===== src/rtl/sine_lut_arbiter.sv =====
// Round-robin arbiter sharing one combinational sine_table among NREQ requesters.
// Optional cosine phase offset per requester is enabled with `define SINE_ARB_COS_EN.
module sine_lut_arbiter #(
  parameter  int NREQ      = 4,
  parameter  int ROM_DEPTH = 224,
  parameter  int ROM_WIDTH = 8,
  localparam int ADDRW     = $clog2(4*ROM_DEPTH),
  localparam int FULL      = 4*ROM_DEPTH,
  localparam int SELW      = $clog2(NREQ)
) (
  input  logic                          clk,
  input  logic                          rst,
  input  logic [NREQ-1:0]               req_valid,
  input  logic [NREQ*ADDRW-1:0]         req_id,
`ifdef SINE_ARB_COS_EN
  input  logic [NREQ-1:0]               req_cos,
`endif
  output logic [NREQ-1:0]               req_ready,
  output logic [ADDRW-1:0]              lut_id,
  input  logic signed [2*ROM_WIDTH-1:0] lut_data,
  output logic                          resp_valid,
  input  logic                          resp_ready,
  output logic signed [2*ROM_WIDTH-1:0] resp_data,
  output logic [SELW-1:0]               resp_sel,
  output logic                          resp_err,
  output logic                          busy
);

  typedef enum logic [1:0] {
    ST_IDLE   = 2'd0,
    ST_LOOKUP = 2'd1,
    ST_RESP   = 2'd2
  } state_t;

  state_t                        state_q;
  logic [SELW-1:0]               rr_ptr_q;
  logic [SELW-1:0]               sel_q;
  logic                          err_q;
  logic [ADDRW-1:0]              lut_id_q;
  logic                          resp_valid_q;
  logic signed [2*ROM_WIDTH-1:0] resp_data_q;
  logic [SELW-1:0]               resp_sel_q;
  logic                          resp_err_q;

  logic                          any_s;
  logic                          hit_s;
  logic [SELW-1:0]               gidx_s;
  logic [SELW:0]                 pos_s;
  logic [SELW:0]                 sum_s;
  logic [NREQ-1:0]               grant_oh_s;
  logic [ADDRW-1:0]              gid_s;
  logic [ADDRW-1:0]              eff_s;
  logic                          oor_s;
  logic [NREQ-1:0]               req_ready_s;
  logic [SELW-1:0]               rr_next_s;
`ifdef SINE_ARB_COS_EN
  logic                          gcos_s;
  logic [ADDRW:0]                shift_s;
`endif

  // Round-robin search: first valid requester at or after rr_ptr_q, wrapping.
  always_comb begin
    any_s  = 1'b0;
    hit_s  = 1'b0;
    gidx_s = '0;
    pos_s  = '0;
    sum_s  = '0;
    for (int i = 0; i < NREQ; i++) begin
      sum_s  = {1'b0, rr_ptr_q} + (SELW+1)'(i);
      pos_s  = (sum_s >= (SELW+1)'(NREQ)) ? (sum_s - (SELW+1)'(NREQ)) : sum_s;
      hit_s  = !any_s && req_valid[pos_s[SELW-1:0]];
      gidx_s = hit_s ? pos_s[SELW-1:0] : gidx_s;
      any_s  = any_s | hit_s;
    end
  end

  // Select the winner's id (and cosine flag) and build its one-hot grant.
  always_comb begin
    gid_s      = '0;
    grant_oh_s = '0;
`ifdef SINE_ARB_COS_EN
    gcos_s     = 1'b0;
`endif
    for (int k = 0; k < NREQ; k++) begin
      if (gidx_s == SELW'(k)) begin
        gid_s         = req_id[k*ADDRW +: ADDRW];
        grant_oh_s[k] = 1'b1;
`ifdef SINE_ARB_COS_EN
        gcos_s        = req_cos[k];
`endif
      end else begin
        grant_oh_s[k] = 1'b0;
      end
    end
  end

  // Range check uses the raw id; the cosine offset only moves the table address.
  always_comb begin
    oor_s = ({1'b0, gid_s} >= (ADDRW+1)'(FULL));
`ifdef SINE_ARB_COS_EN
    shift_s = {1'b0, gid_s} + (ADDRW+1)'(ROM_DEPTH);
    if (gcos_s) begin
      eff_s = (shift_s >= (ADDRW+1)'(FULL)) ? ADDRW'(shift_s - (ADDRW+1)'(FULL))
                                              : ADDRW'(shift_s);
    end else begin
      eff_s = gid_s;
    end
`else
    eff_s = gid_s;
`endif
  end

  // Grant strobe is only offered in IDLE and is suppressed while reset is asserted.
  always_comb begin
    if ((state_q == ST_IDLE) && !rst && any_s) begin
      req_ready_s = grant_oh_s;
    end else begin
      req_ready_s = '0;
    end
  end

  assign rr_next_s = (sel_q == SELW'(NREQ-1)) ? '0 : (sel_q + SELW'(1));

  // Transaction FSM: IDLE (grant) -> LOOKUP (sample table) -> RESP (handshake).
  always_ff @(posedge clk) begin
    if (rst) begin
      state_q      <= ST_IDLE;
      rr_ptr_q     <= '0;
      sel_q        <= '0;
      err_q        <= 1'b0;
      lut_id_q     <= '0;
      resp_valid_q <= 1'b0;
      resp_data_q  <= '0;
      resp_sel_q   <= '0;
      resp_err_q   <= 1'b0;
    end else begin
      case (state_q)
        ST_IDLE: begin
          if (any_s) begin
            lut_id_q <= eff_s;
            sel_q    <= gidx_s;
            err_q    <= oor_s;
            state_q  <= ST_LOOKUP;
          end else begin
            state_q  <= ST_IDLE;
          end
        end
        ST_LOOKUP: begin
          resp_valid_q <= 1'b1;
          resp_data_q  <= err_q ? '0 : lut_data;
          resp_sel_q   <= sel_q;
          resp_err_q   <= err_q;
          state_q      <= ST_RESP;
        end
        ST_RESP: begin
          if (resp_ready) begin
            resp_valid_q <= 1'b0;
            rr_ptr_q     <= rr_next_s;
            state_q      <= ST_IDLE;
          end else begin
            state_q      <= ST_RESP;
          end
        end
        default: begin
          state_q <= ST_IDLE;
        end
      endcase
    end
  end

  assign req_ready  = req_ready_s;
  assign lut_id     = lut_id_q;
  assign resp_valid = resp_valid_q;
  assign resp_data  = resp_data_q;
  assign resp_sel   = resp_sel_q;
  assign resp_err   = resp_err_q;
  assign busy       = (state_q != ST_IDLE);

endmodule


===== config.mk =====
export PLATFORM = sky130hd
export DESIGN_NAME = sine_lut_arbiter
export DESIGN_NICKNAME = d
export VERILOG_FILES = /design/src/rtl/sine_lut_arbiter.sv
export SDC_FILE = /design/constraint.sdc
export NUM_CORES = 1
export LEC_CHECK = 0
export CAP_MARGIN = 20
export CORE_UTILIZATION = 35
export CTS_CLUSTER_SIZE = 30
export DETAILED_ROUTE_END_ITERATION = 10
export PLACE_DENSITY = 0.85
export SYNTH_ARGS = -nofsm -noshare
export SYNTH_HDL_FRONTEND = slang
export SYNTH_SLANG_ARGS = --single-unit

===== constraint.sdc =====
create_clock -name clk -period 1.58 [get_ports clk]
set_input_delay 0.316 -clock clk [delete_from_list [all_inputs] [get_ports clk]]
set_output_delay 0.316 -clock clk [all_outputs]
set_load 0.02 [all_outputs]

==> impl_metrics.json <==
{
  "outcome": "finished, violations left",
  "violations": "negative setup slack",
  "rr_startpoint": "rr_ptr_q[1]",
  "vias_in_the_first_global_route": 1955,
  "synth_async_sr_flop_share_pct": 0,
  "grt_overflow": 0,
  "diodes": 0,
  "gp_congestion": 0.804,
  "period_share_pct": 123,
  "fillers": 419,
  "hold_path.startpoint": "resp_data[9]",
  "end_kind": "output pin",
  "initialDrtViolationCount": 124,
  "via_per_inst": 5.00,
  "post_dp_cell_area_mm2": 0.00306,
  "worstPathArrival_ns": 1.63,
  "die_h_um": 74.6,
  "port-buffer-count": 97,
  "synth.avg_cell_area_um2": 8.42,
  "synth.yosys.warnings": 0,
  "fmax_mhz": 513,
  "footprint_of_the_multi_input_gates_mm2": 0.00112,
  "cell_variety_after_synth": 35,
  "pin_count": 98,
  "postLayoutSetupSlackWorst_ns": -0.370,
  "synth-seq-area-share_pct": 40.2,
  "route.antenna.remaining_nets": 0,
  "hold_slack_ns": 0.447,
  "clk_latency_ns": 0.29,
  "netlist_instances": 219,
  "data_required_time_of_the_critical_path_ns": 1.26,
  "timing.reg2reg.worst_path_depth": 7,
  "setup.reg_to_reg.worst_slack_ns": -0.21,
  "synthesis.area_mm2": 0.00184,
  "clock_tree_from_tritoncts": "done",
  "grt_antenna_before_repair": 0,
  "layout_min_cycle_time_ns": 1.95,
  "timing.final.max_slew_violations": 0,
  "maxCapViolCount": 0,
  "critPathKind": "primary input to output pin",
  "rr_endpoint": "err_q",
  "synth_seq_cells": 37,
  "routed_wire_length_um": 6010,
  "place.detailed.instances": 397,
  "worst_hold_path.num_cells": 2,
  "clk_pin_slew_worst_paths_ns": 0.07,
  "tritoncts_num_sinks": 37,
  "die_w_um": 74.6,
  "layout.cells.non_filler": 412,
  "detail_route.drc_violations": 0,
  "total_die_area_mm2": 0.00556,
  "endpoint_of_the_worst_hold_path": "resp_data[9]",
  "cts.htree.levels": 2,
  "rows": 26,
  "synth_enable_flop_cells": 0,
  "slew_headroom_pct": 66.4,
  "design_area_mm2": 0.00335,
  "wl_per_cell_um": 14.6,
  "setup_viol": 15,
  "synth.net_count": 283,
  "cp-start-kind": "primary input",
  "drt-pass1-iter-count": 4,
  "worst_clock_skew_ns": 0.00696,
  "drive_gt1_share_pct": 22.8,
  "final_cell_mix": "sky130_fd_sc_hd__clkdlybuf4s50_1, sky130_fd_sc_hd__dfxtp_1, sky130_fd_sc_hd__a21oi_1, sky130_fd_sc_hd__buf_4, sky130_fd_sc_hd__nand2_1",
  "floorplan.initialDensity_pct": 36.3,
  "synth-main-ff-cell": "sky130_fd_sc_hd__dfxtp_1",
  "vias": 2062,
  "static-leakage-power_nw": 1.71,
  "power.ir.vdd_worst_mv": 0.510,
  "grt_pass1_wl_um": 9290,
  "rsz_0062_raised_after_global_routing": "true",
  "root_buffer_cell": "sky130_fd_sc_hd__clkbuf_8",
  "seqCellArea_um2": 746,
  "worst_slew_pin_slew_ns": 0.503,
  "cts-root-to-sink-buffers": 2,
  "layout.nets": 405,
  "maximum_net_fanout_on_the_critical_path": 4,
  "area.growth.synth_to_final_pct": 81.5,
  "layout_commonest_cell": "sky130_fd_sc_hd__clkdlybuf4s50_1",
  "grt_util_all_layers_pct": 21.9,
  "min-delay-path-class": "flip-flop to flip-flop",
  "num_cts_buffers": 5,
  "cts_hold_buf": 0,
  "finalHoldViolCount": 0,
  "grt_start_max_net_pins": 30,
  "core_mm2": 0.00507,
  "totalPowerFinal_mw": 2.66,
  "pwr_density_cell_mw_per_mm2": 796,
  "place_hpwl_um": 4150
}
-- cell families (layout without fill, tap and decap cells) --
| kind of cell | Yosys count | count (layout) | synth area share, % |
|---|---|---|---|
| mux | 11 | 11 | 5.97 |
| buf+inv | 19 | 142 | 5.16 |
| simple gates | 87 | 87 | 25.6 |
| compound gates | 64 | 64 | 22.5 |
| flops | 37 | 37 | 40.2 |
| fa+ha+maj | 1 | 1 | 0.678 |
-- synthesized netlist by cell type (3+ instances only) --
master	number	area [um^2]
sky130_fd_sc_hd__a211oi_1	3	22.5
sky130_fd_sc_hd__a221oi_1	7	61.3
sky130_fd_sc_hd__buf_6	3	33.8
sky130_fd_sc_hd__nor2_1	16	60.1
sky130_fd_sc_hd__inv_1	4	15.0
sky130_fd_sc_hd__a21oi_1	33	165
sky130_fd_sc_hd__nand2b_1	3	18.8
sky130_fd_sc_hd__clkbuf_1	9	33.8
sky130_fd_sc_hd__nor3_1	5	25.0
sky130_fd_sc_hd__nand2_1	30	113
sky130_fd_sc_hd__o21a_1	7	52.6
sky130_fd_sc_hd__nand3b_1	17	128
sky130_fd_sc_hd__dfxtp_1	37	741
sky130_fd_sc_hd__nor3_2	3	30.0
sky130_fd_sc_hd__nor2b_1	4	25.0
sky130_fd_sc_hd__mux2i_1	11	110
sky130_fd_sc_hd__and2_1	3	18.8
-- timing repair --
action / in CTS / in global routing
setup endpoints to repair: 18 / 43
pin swaps: 7 / 3
setup buffers: 4 / 3
resized for setup: 47 / 39
-- worst max path at each step --
stage / startpoint / cells after the start / to
after CTS: rr_ptr_q[1] / 5 / req_ready[0]
final: req_valid[2] / 6 / req_ready[0]
after detailed placement: req_valid[0] / 6 / req_ready[1]
after floorplan: rr_ptr_q[1] / 7 / req_ready[1]
after global routing: rr_ptr_q[1] / 5 / req_ready[0]
after global placement: req_valid[0] / 6 / req_ready[1]
-- registers in the layout, indices dropped and copies added (netlist names) --
register    count
resp_data      16
lut_id         10
resp_sel        2
rr_ptr_q        2
sel_q           2
state_q         2
err_q           1
resp_err        1
resp_valid      1
-- final cells by class --
class / instances / area share (%)
Clock buffer: 6 / 2.17
Clock inverter: 2 / 0.299
Inverter: 4 / 0.449
Multi-Input combinational cell: 163 / 33.5
Sequential cell: 37 / 22.3
Tap cell: 70 / 2.62
Timing Repair Buffer: 130 / 38.7
-- per-stage QoR --
| step | worst slack (ns) | TNS, ns | utilization (%) |
|---|---|---|---|
| 6_report | -0.370 | -3.29 | 66.0 |
| 5_1_grt | -0.378 | -4.21 | 66.0 |
| 4_1_cts | -0.446 | -2.70 | 63.7 |
| 3_5_place_dp | -1.08 | -11.89 | 60.2 |
| 3_3_place_gp | -1.05 | -11.42 | 60.2 |
| 2_1_floorplan | -0.173 | -0.606 | - |
-- critical path: stages --
cell and delay (ns):
sky130_fd_sc_hd__dlygate4sd2_1 0.26, sky130_fd_sc_hd__nor2b_1 0.15, sky130_fd_sc_hd__a221o_1 0.35, sky130_fd_sc_hd__and2_4 0.18, sky130_fd_sc_hd__nor4_4 0.18, sky130_fd_sc_hd__buf_4 0.19
-- where the power goes --
| group | internal, mW | switching (mW) | leakage, nW | total (mW) |
|---|---|---|---|---|
| sequential | 1.02 | 0.0486 | 0.305 | 1.06 |
| combinational | 0.508 | 0.447 | 1.36 | 0.955 |
| clock | 0.306 | 0.338 | 0.0450 | 0.643 |
-- metal layers --
layer,vias up,routed length (um),global-route usage [%]
met5,-,0,0
met4,0,155,7.97
met3,15,278,5.01
met2,66,2980,35.1
met1,965,2600,28.8
li1,1016,-,-
(Power assumes the default switching activity.)
